$ cat src/rtl/move_sched.sv
// move_sched: queues direction key events, bounds/wall-checks each popped move and issues at most
// one move per drawn frame. Define MOVE_STATS_EN to add saturating acked/blocked move counters.
module move_sched #(
  parameter int DEPTH = 4,
  parameter int MAP_W = 40,
  parameter int MAP_H = 30,
  parameter int AW    = 11
) (
  input  logic                   i_Clk,
  input  logic                   i_Rst,
  input  logic                   i_fClear,
  input  logic                   i_fEnable,
  input  logic                   i_fKey,
  input  logic [3:0]             i_Dir,
  input  logic [5:0]             i_PosX,
  input  logic [4:0]             i_PosY,
  output logic [AW-1:0]          o_Addr,
  output logic                   o_fRd,
  input  logic                   i_Wall,
  input  logic                   i_fFrameDone,
  output logic                   o_fMove,
  output logic [1:0]             o_Dir,
  input  logic                   i_fMoveAck,
  output logic                   o_fBlocked,
  output logic                   o_fOverflow,
  output logic [$clog2(DEPTH):0] o_Count
`ifdef MOVE_STATS_EN
  ,
  output logic [9:0]             o_MoveCnt,
  output logic [9:0]             o_BlockCnt
`endif
);

  localparam int PW = $clog2(DEPTH);
  localparam int CW = PW + 1;

  localparam logic [1:0] DIR_L = 2'd0;
  localparam logic [1:0] DIR_U = 2'd1;
  localparam logic [1:0] DIR_D = 2'd2;
  localparam logic [1:0] DIR_R = 2'd3;

  localparam logic signed [6:0] MAP_W_S = 7'(MAP_W);
  localparam logic signed [5:0] MAP_H_S = 6'(MAP_H);
  localparam logic [AW-1:0]     MAP_W_A = AW'(MAP_W);

  typedef enum logic [2:0] {
    S_IDLE,
    S_LOOKUP,
    S_CHECK,
    S_WAIT_FRAME,
    S_HOLD
  } state_t;

  state_t          state_q, state_d;
  logic [PW-1:0]   wr_ptr_q, wr_ptr_d;
  logic [PW-1:0]   rd_ptr_q, rd_ptr_d;
  logic [CW-1:0]   count_q, count_d;
  logic [1:0]      mem_q [DEPTH];
  logic [1:0]      mem_d [DEPTH];
  logic [1:0]      dir_q, dir_d;
  logic [5:0]      pos_x_q, pos_x_d;
  logic [4:0]      pos_y_q, pos_y_d;

  logic            push_req;
  logic            push;
  logic            pop;
  logic            fifo_full;
  logic            fifo_empty;

  logic signed [6:0] tgt_x;
  logic signed [5:0] tgt_y;
  logic              tgt_oob;
  logic [AW-1:0]     tgt_addr;

  function automatic logic [1:0] prio_dir(input logic [3:0] d);
    if (d[3]) return DIR_L;
    if (d[2]) return DIR_U;
    if (d[1]) return DIR_D;
    return DIR_R;
  endfunction

  // Target cell from the position latched at pop; the extra sign bit exposes underflow at edges.
  always_comb begin
    tgt_x = signed'({1'b0, pos_x_q});
    tgt_y = signed'({1'b0, pos_y_q});
    case (dir_q)
      DIR_L:   tgt_x = tgt_x - 7'sd1;
      DIR_R:   tgt_x = tgt_x + 7'sd1;
      DIR_U:   tgt_y = tgt_y - 6'sd1;
      default: tgt_y = tgt_y + 6'sd1;
    endcase
    tgt_oob  = (tgt_x < 7'sd0) || (tgt_x >= MAP_W_S) ||
               (tgt_y < 6'sd0) || (tgt_y >= MAP_H_S);
    tgt_addr = AW'(tgt_y[4:0]) * MAP_W_A + AW'(tgt_x[5:0]);
  end

  always_comb begin
    state_d     = state_q;
    wr_ptr_d    = wr_ptr_q;
    rd_ptr_d    = rd_ptr_q;
    count_d     = count_q;
    mem_d       = mem_q;
    dir_d       = dir_q;
    pos_x_d     = pos_x_q;
    pos_y_d     = pos_y_q;
    pop         = 1'b0;
    push        = 1'b0;
    o_fRd       = 1'b0;
    o_fBlocked  = 1'b0;
    o_fOverflow = 1'b0;
    o_Addr      = '0;
    push_req    = i_fKey && (i_Dir != 4'd0);
    fifo_full   = (count_q == CW'(DEPTH));
    fifo_empty  = (count_q == '0);

    if (i_fClear) begin
      state_d  = S_IDLE;
      wr_ptr_d = '0;
      rd_ptr_d = '0;
      count_d  = '0;
    end else begin
      case (state_q)
        S_IDLE: begin
          if (i_fEnable && !fifo_empty) begin
            pop     = 1'b1;
            dir_d   = mem_q[rd_ptr_q];
            pos_x_d = i_PosX;
            pos_y_d = i_PosY;
            state_d = S_LOOKUP;
          end
        end
        S_LOOKUP: begin
          if (tgt_oob) begin
            o_fBlocked = 1'b1;
            state_d    = S_IDLE;
          end else begin
            o_fRd   = 1'b1;
            o_Addr  = tgt_addr;
            state_d = S_CHECK;
          end
        end
        S_CHECK: begin
          if (i_Wall) begin
            o_fBlocked = 1'b1;
            state_d    = S_IDLE;
          end else begin
            state_d = S_WAIT_FRAME;
          end
        end
        S_WAIT_FRAME: begin
          if (i_fFrameDone) state_d = S_HOLD;
        end
        S_HOLD: begin
          if (i_fMoveAck) state_d = S_IDLE;
        end
        default: state_d = S_IDLE;
      endcase

      // A pop in the same cycle frees the slot, so a full FIFO still accepts the push.
      push        = push_req && (!fifo_full || pop);
      o_fOverflow = push_req && fifo_full && !pop;
      if (push) begin
        mem_d[wr_ptr_q] = prio_dir(i_Dir);
        wr_ptr_d        = wr_ptr_q + 1'b1;
      end
      if (pop) rd_ptr_d = rd_ptr_q + 1'b1;
      count_d = count_q + CW'(push) - CW'(pop);
    end
  end

  always_ff @(posedge i_Clk or negedge i_Rst) begin
    if (!i_Rst) begin
      state_q  <= S_IDLE;
      wr_ptr_q <= '0;
      rd_ptr_q <= '0;
      count_q  <= '0;
      dir_q    <= DIR_L;
      pos_x_q  <= '0;
      pos_y_q  <= '0;
    end else begin
      state_q  <= state_d;
      wr_ptr_q <= wr_ptr_d;
      rd_ptr_q <= rd_ptr_d;
      count_q  <= count_d;
      dir_q    <= dir_d;
      pos_x_q  <= pos_x_d;
      pos_y_q  <= pos_y_d;
    end
  end

  // Queue storage carries data only; occupancy and pointers decide what is valid.
  always_ff @(posedge i_Clk) begin
    mem_q <= mem_d;
  end

  assign o_fMove = (state_q == S_HOLD);
  assign o_Dir   = dir_q;
  assign o_Count = count_q;

`ifdef MOVE_STATS_EN
  logic [9:0] move_cnt_q, move_cnt_d;
  logic [9:0] block_cnt_q, block_cnt_d;
  logic       move_acked;

  function automatic logic [9:0] sat_inc10(input logic [9:0] v);
    return (v == 10'd1023) ? v : v + 10'd1;
  endfunction

  assign move_acked = (state_q == S_HOLD) && i_fMoveAck && !i_fClear;

  always_comb begin
    move_cnt_d  = move_cnt_q;
    block_cnt_d = block_cnt_q;
    if (i_fClear) begin
      move_cnt_d  = '0;
      block_cnt_d = '0;
    end else begin
      if (move_acked) move_cnt_d  = sat_inc10(move_cnt_q);
      if (o_fBlocked) block_cnt_d = sat_inc10(block_cnt_q);
    end
  end

  always_ff @(posedge i_Clk or negedge i_Rst) begin
    if (!i_Rst) begin
      move_cnt_q  <= '0;
      block_cnt_q <= '0;
    end else begin
      move_cnt_q  <= move_cnt_d;
      block_cnt_q <= block_cnt_d;
    end
  end

  assign o_MoveCnt  = move_cnt_q;
  assign o_BlockCnt = block_cnt_q;
`endif

endmodule

$ cat config.mk
export PLATFORM = sky130hd
export DESIGN_NAME = move_sched
export DESIGN_NICKNAME = d
export VERILOG_FILES = /design/src/rtl/move_sched.sv
export SDC_FILE = /design/constraint.sdc
export NUM_CORES = 1
export LEC_CHECK = 0
export BUFFER_PORTS_ARGS = -buffer_cell sky130_fd_sc_hd__buf_2
export CORE_MARGIN = 3
export CORE_UTILIZATION = 61
export CTS_BUF_LIST = sky130_fd_sc_hd__clkbuf_4 sky130_fd_sc_hd__clkbuf_8 sky130_fd_sc_hd__clkbuf_16
export CTS_CLUSTER_SIZE = 30
export DETAILED_ROUTE_END_ITERATION = 10
export PLACE_DENSITY = 0.86
export REMOVE_ABC_BUFFERS = 1
export SYNTH_ARGS = -nofsm -noshare
export SYNTH_HDL_FRONTEND = slang
export SYNTH_SLANG_ARGS = --single-unit
export TNS_END_PERCENT = 30
$ cat constraint.sdc
create_clock -name i_Clk -period 9.9 [get_ports i_Clk]
set_input_delay 1.98 -clock i_Clk [delete_from_list [all_inputs] [get_ports i_Clk]]
set_output_delay 1.98 -clock i_Clk [all_outputs]
set_load 0.01 [all_outputs]
==> results.md, run 1 <==
* Syn_area_per_cell at 9.51 um^2
* CTS tree: done
* Starting Density at 0.659
* Slowest stage delay, CP at roughly 0.56 ns
* Proportion of netlist area held by the largest area contributor at 0.230
* Clock Skew at 0.00756 ns
* Setup Fix Bufs, Post-CTS at 0
* Via count at just over 2,000
* Synth Register Bits at 31
* Critical Path RT at 7.92 ns
* Status: complete, no violations
* GRT Overall Usage at 0.226
* # setup viols final at 0
* Cts hold-fix bufs at 0
* Min Tclk post-route at 6.68 ns
* First-pass GRT wire length at 8960 um
* Multi-input gate area at 1520 um^2
* Clk_lat worst skew at 0.29 ns
* Worst-path clk slew at 0.07 ns
* Clock Path Buffers at 2
* DRT Pass-1 Iters at 4
* Antenna diode count at 0
* DRT antenna net count at 0
* Post-synthesis cell area at 2500 um^2
* Slew @ Worst Pin at 0.774 ns
* Crit Path Class: reg -> out
* Worst Hold Class: reg -> reg
* RSZ-0062 raised after global routing: false
* Fillers at 283
* Vias in the first global route at 1,964
* Worst relative slew slack at 0.479
* Starting DRC count in detailed routing at 120
* EDFF count, synth at 8
* Yosys cell types at 50
* Overall die width at 70.1 um
* Placer congestion estimate at between 0.7 and 0.8
* Post-Syn Instances at between 200 and 300
* Max Freq at 0.150 GHz
* Critical Path Slowest Stage Cell: or3b_2
* CP arrival at 4.70 ns
* CP max FO at 10
* Critical Path Sink Type: output port
* Rows at 22
* Area Growth Syn to Fin at 12.5%
* Die Ht at 70.1 um
* Pins Over Slew Limit at 0
* Routed WL at slightly above 5000 um
* Commonest cells post-synth: inv_1, nor2_1, dfrtp_1, ha_1, nand2_1
* Largest net degree at the start of global routing at 24
* Async set-reset flop share out of synthesis at 0.742
* Final Hold Fails at 0
* Worst Setup Start Kind: flop
* Fin crit share at 0.675
* Post-synth top flop: dfrtp_1
* Post-CTS Resized at 0
* H-tree lvl count at 2
* CP Cell Sequence: ha_1 > xor2_1 > ha_1 > a21oi_2 > xor2_1 > nor2_1 > xnor2_1 > inv_1 > ha_1 > ha_1 > inv_1 > fa_1 > or3b_2 > o21ai_0 > o2bb2ai_1 > mux2i_1 > a21oi_1 > buf_2
* Register area share after synthesis at 0.326
* Initial antenna violation count at 0
* Cells taking the most area after synthesis: dfrtp_1, ha_1, edfxtp_1, xnor2_1, inv_1
* Remaining routing DRC violations at 0
* CTS root buffer: clkbuf_8
* Reg area at between 800 and 900 um^2
* IO buf count at 42
* Post-DR wirelength/cell at 14.7 um
* Most used cell, CP: ha_1
* Overflow after GRT at 0
* Area leader, netlist: dfrtp_1
* Full die area at about 4900 um^2
* NumNets Final at 351
* Share of layout cells above drive strength 1 at 0.228
* Via-to-Cell Ratio at 5.75
* TritonCTS buffer count at 5
* Setup TNS Final at 0 ns
* Ys Warns at 0
* Clk sink count at 31
* IO Pins at 43
* Post-DP HPWL at 3850 um
* MaxCap Viol Count at 0
* Core footprint at 3800 um^2
-- state kept, by name (all words and copies together) (netlist names) --
name,count
mem_q,8
pos_x_q,6
pos_y_q,5
o_Count,3
state_q,3
o_Dir,2
rd_ptr_q,2
wr_ptr_q,2
-- final timing paths --
kind                       slack [ns]  depth (start not counted)          end  startpoint
max                              3.22                         18   o_Addr[10]    o_Dir[0]
min reg2reg                      0.56                          1   pos_x_q[2]  pos_x_q[2]
max in group asynchronous        7.88                          1  rd_ptr_q[0]       i_Rst
max reg2reg                      6.56                         11   state_q[1]    o_Dir[1]
min                              0.56                          1   pos_x_q[2]  pos_x_q[2]
min in group asynchronous        1.67                          1  rd_ptr_q[1]       i_Rst
-- cell families after synthesis --
kind of cell,count (synthesis),share of synthesized area
mux,14,0.0700
xor+xnor,22,0.0845
simple gates,86,0.180
buf+inv,36,0.0655
compound gates,47,0.128
flops,31,0.326
fa+ha+maj,27,0.147
-- final cells by class --
cell class / count / share of cell area
Sequential cell: 31 / 0.290
Tap cell: 48 / 0.0213
Timing Repair Buffer: 43 / 0.0774
Clock buffer: 5 / 0.0245
Clock inverter: 3 / 0.0138
Multi-Input combinational cell: 196 / 0.541
Inverter: 24 / 0.0320
-- metal layers --
metal  up-vias  GRT usage  routed length [um]
met2        60      0.368                2440
met3         7     0.0633                 345
met4         0     0.0532                  48
met5         -          0                   0
li1        990          -                   -
met1       957      0.297                2300
-- through the flow --
stage | instances | utilization | setup WS [ns] | hold slack (ns) | instance area [um^2]
after floorplan | 251 | - | 3.88 | 0.510 | 2430
after detailed placement | 342 | 0.712 | 3.59 | 0.551 | 2710
after global placement | 342 | 0.712 | 3.76 | 0.536 | 2710
final | 350 | 0.741 | 3.22 | 0.560 | 2810
after CTS | 350 | 0.741 | 3.24 | 0.565 | 2810
after global routing | 350 | 0.741 | 2.84 | 0.599 | 2810
-- layout by cell type, fill, tap and decap left out, types with 3 or more instances in the layout --
cell type  count
nand3_1        5
xor2_1         5
clkbuf_8       5
fa_1           4
buf_2         42
mux2i_1        4
nor2_1        24
nand2b_1       3
nor4_1         3
ha_1          23
nor2b_1        7
nor3_1         8
dfrtp_1       23
o21ai_0       11
a21oi_1       12
and2_1         4
mux2_2         8
a21o_1         6
inv_1         24
xnor2_1       16
o31ai_1        3
nand2_1       19
edfxtp_1       8
-- worst max-delay path: cells and delay by family, from the launching register on --
family                   cells  cell delay (ns)
adder cells (fa/ha/maj)      5             1.51
XOR/XNOR                     3             0.85
AND/OR/NAND/NOR              2             0.63
AO/OA/AOI/OAI                4             0.57
flip-flops                   1             0.44
buffers and inverters        3             0.33
multiplexers                 1             0.09
Power of run 1 is left out: the tool's default activity adds up to more than one toggle a clock period on the data nets, which glitch-free logic cannot reach.
==> run 2, diff against run 1 <==
--- a/config.mk
+++ b/config.mk
@@ -7,11 +7,11 @@
 export LEC_CHECK = 0
 export BUFFER_PORTS_ARGS = -buffer_cell sky130_fd_sc_hd__buf_2
 export CORE_MARGIN = 3
-export CORE_UTILIZATION = 61
+export CORE_UTILIZATION = 57
 export CTS_BUF_LIST = sky130_fd_sc_hd__clkbuf_4 sky130_fd_sc_hd__clkbuf_8 sky130_fd_sc_hd__clkbuf_16
 export CTS_CLUSTER_SIZE = 30
 export DETAILED_ROUTE_END_ITERATION = 10
-export PLACE_DENSITY = 0.86
+export PLACE_DENSITY = 0.81
 export REMOVE_ABC_BUFFERS = 1
 export SYNTH_ARGS = -nofsm -noshare
 export SYNTH_HDL_FRONTEND = slang
==> constraint.sdc (replaced) <==
create_clock -name i_Clk -period 6.3 [get_ports i_Clk]
set_input_delay 1.26 -clock i_Clk [delete_from_list [all_inputs] [get_ports i_Clk]]
set_output_delay 1.26 -clock i_Clk [all_outputs]
set_load 0.01 [all_outputs]
==> results.md, run 2 (synthesis results as in run 1) <==
* Reg area at 816 um^2 (unchanged)
* Hold path startpoint: pos_x_q[5]
* First-pass GRT wire length at 8290 um (-7.6%)
* DRT antenna net count at 0 (unchanged)
* GRT Overall Usage at 0.202 (-0.0240)
* RSZ-0062 raised after global routing: false
* TritonCTS buffer count at 5 (unchanged)
* Placer congestion estimate at 0.841 (+7.9%)
* IO Pins at 43 (unchanged)
* Remaining routing DRC violations at 0 (unchanged)
* Worst Setup Start Kind: flop
* Slew @ Worst Pin at 0.809 ns (+0.0348 ns)
* Overall die width at 72.3 um (+3.2%)
* # setup viols final at 0 (unchanged)
* Starting Density at 0.608 (-0.0507)
* Setup Fix Bufs, Post-CTS at 0 (unchanged)
* Clock Path Buffers at 2 (unchanged)
* Clk sink count at 31 (unchanged)
* IO buf count at 42 (unchanged)
* Critical Path Sink Type: output port
* MaxCap Viol Count at 0 (unchanged)
* Commonest non-fill, non-tap cell in the layout: buf_2
* Largest register by flop count: mem_q
* CP arrival at 4.59 ns (-0.11 ns)
* R2r setup slk at 3.02 ns (-3.54 ns)
* Crit Path Class: reg -> out
* Area Growth Syn to Fin at 12.0%
* Met3 wire length at 200 um (-42%)
* Met2 wire length at 2100 um (-14%)
* Post-DR wirelength/cell at 13.4 um (-9.0%)
* Hold Path Cell Cnt at 1 (unchanged)
* Overflow after GRT at 0 (unchanged)
* Initial antenna violation count at 0 (unchanged)
* Full die area at 5220 um^2 (+6.4%)
* Post-DP HPWL at 3660 um (-4.8%)
* Min Tclk post-route at 5.85 ns
* Share of layout cells above drive strength 1 at 0.228 (unchanged)
* Core footprint at 4120 um^2 (+8.3%)
* Highest routed layer: met4
* Setup TNS Final at 0 ns (unchanged)
* Post-CTS Resized at 0 (unchanged)
* Die Ht at 72.3 um (+3.2%)
* Clk_lat worst skew at 0.28 ns (about the same)
* Top flop regs: mem_q: 8 flops, pos_x_q: 6 flops, pos_y_q: 5 flops
* H-tree lvl count at 2 (unchanged)
* Routed WL at 4700 um (-8.5%)
* Final Hold Fails at 0 (unchanged)
* CP Cell Sequence: inv_1 > ha_1 > xor2_1 > ha_1 > a21oi_1 > or3b_2 > a41o_2 > xor2_4 > xnor2_1 > fa_1 > or3b_2 > o21ai_0 > o2bb2ai_1 > mux2i_1 > a21oi_1 > buf_2
* Cts hold-fix bufs at 0 (unchanged)
* Critical Path Slowest Stage Cell: or3b_2
* Status: complete, no violations
* Slowest stage delay, CP at 0.56 ns (about the same)
* Pins Over Slew Limit at 0 (unchanged)
* Met1 WL at 2310 um (+0.26%)
* Max reg flops at 8 (unchanged)
* Clock Skew at 0.00663 ns (-0.000931 ns)
* Via count at 1,944 (-3.5%)
* FF-to-FF path depth at 11 (unchanged)
* CP max FO at 10 (unchanged)
* DRT Pass-1 Iters at 4 (unchanged)
* CTS root buffer: clkbuf_8
* Multi-input gate area at 1520 um^2 (unchanged)
* Vias in the first global route at 1,881 (-4.2%)
* Worst-path clk slew at 0.07 ns (about the same)
* Commonest non-fill, non-tap cells in the layout: buf_2, inv_1, nor2_1, ha_1, dfrtp_1
* Reg-to-reg startpoint: o_Dir[1]
* NumNets Final at 351 (unchanged)
* Starting DRC count in detailed routing at 80 (-33%)
* Fillers at 328 (+16%)
* Worst Hold Class: reg -> reg
* Antenna diode count at 0 (unchanged)
* Largest net degree at the start of global routing at 24 (unchanged)
* R2r endpoint: state_q[1]
* Rows at 23 (+4.5%)
* Hold Path End: pos_x_q[5]
* Critical Path RT at 5.04 ns (-2.88 ns)
* Worst relative slew slack at 0.456 (-0.0234)
* Via-to-Cell Ratio at 5.52 (-4.0%)
* Max Freq at 0.171 GHz
* Fin crit share at 0.929
* CTS tree: done
==> run 2: changes by cell type in the layout (fill, tap and decap cells not counted), sizes merged <==
cell      previous run  this run
clkinv               2         1
bufinv               1         0
clkinvlp             0         1
clkbuf               5         6
==> run 2: per-layer routing <==
layer,GRT usage,up-vias
met5,0,-
met4,0.0710,0
met3,0.0388,10
met2,0.329,42
met1,0.269,903
li1,-,989
==> run 2: worst max path at each step <==
stage                     cells after the start    endpoint  startpoint
after floorplan                              15  o_Addr[10]    o_Dir[1]
after global placement                       16  o_Addr[10]    o_Dir[1]
after detailed placement                     16  o_Addr[10]    o_Dir[1]
after CTS                                    16  o_Addr[10]    o_Dir[1]
after global routing                         19  o_Addr[10]    o_Dir[1]
final                                        16  o_Addr[10]    o_Dir[1]
==> run 2: worst max-delay path: cells and delay by family, from the launching register on <==
kind | cells | cell delay [ns]
and+or+nand+nor | 2 | 1.01
xor gates and xnor gates | 3 | 0.62
muxes | 1 | 0.08
buffers and inverters | 2 | 0.23
adders and majority gates | 3 | 1.16
AOI/OAI and AO/OA | 5 | 0.81
DFF | 1 | 0.39
==> run 2: area by class of cell <==
class,count,area share
inverter,24,0.0321
multi-input combinational,196,0.543
timing repair buffer,43,0.0777
clock inverter,2,0.00402
sequential,31,0.291
tap,50,0.0223
clock buffer,6,0.0295
==> run 2: through the flow <==
step                      hold WS [ns]  setup WS, ns  cells   util  area (um^2)
after floorplan                  0.510         0.996    251      -         2430
after global placement           0.533         0.873    344  0.658         2710
after detailed placement         0.534         0.753    344  0.658         2710
after CTS                        0.550         0.434    352  0.681         2800
after global routing             0.577        0.0862    352  0.681         2800
final                            0.559         0.446    352  0.681         2800
Power of run 2 is left out for the same reason.
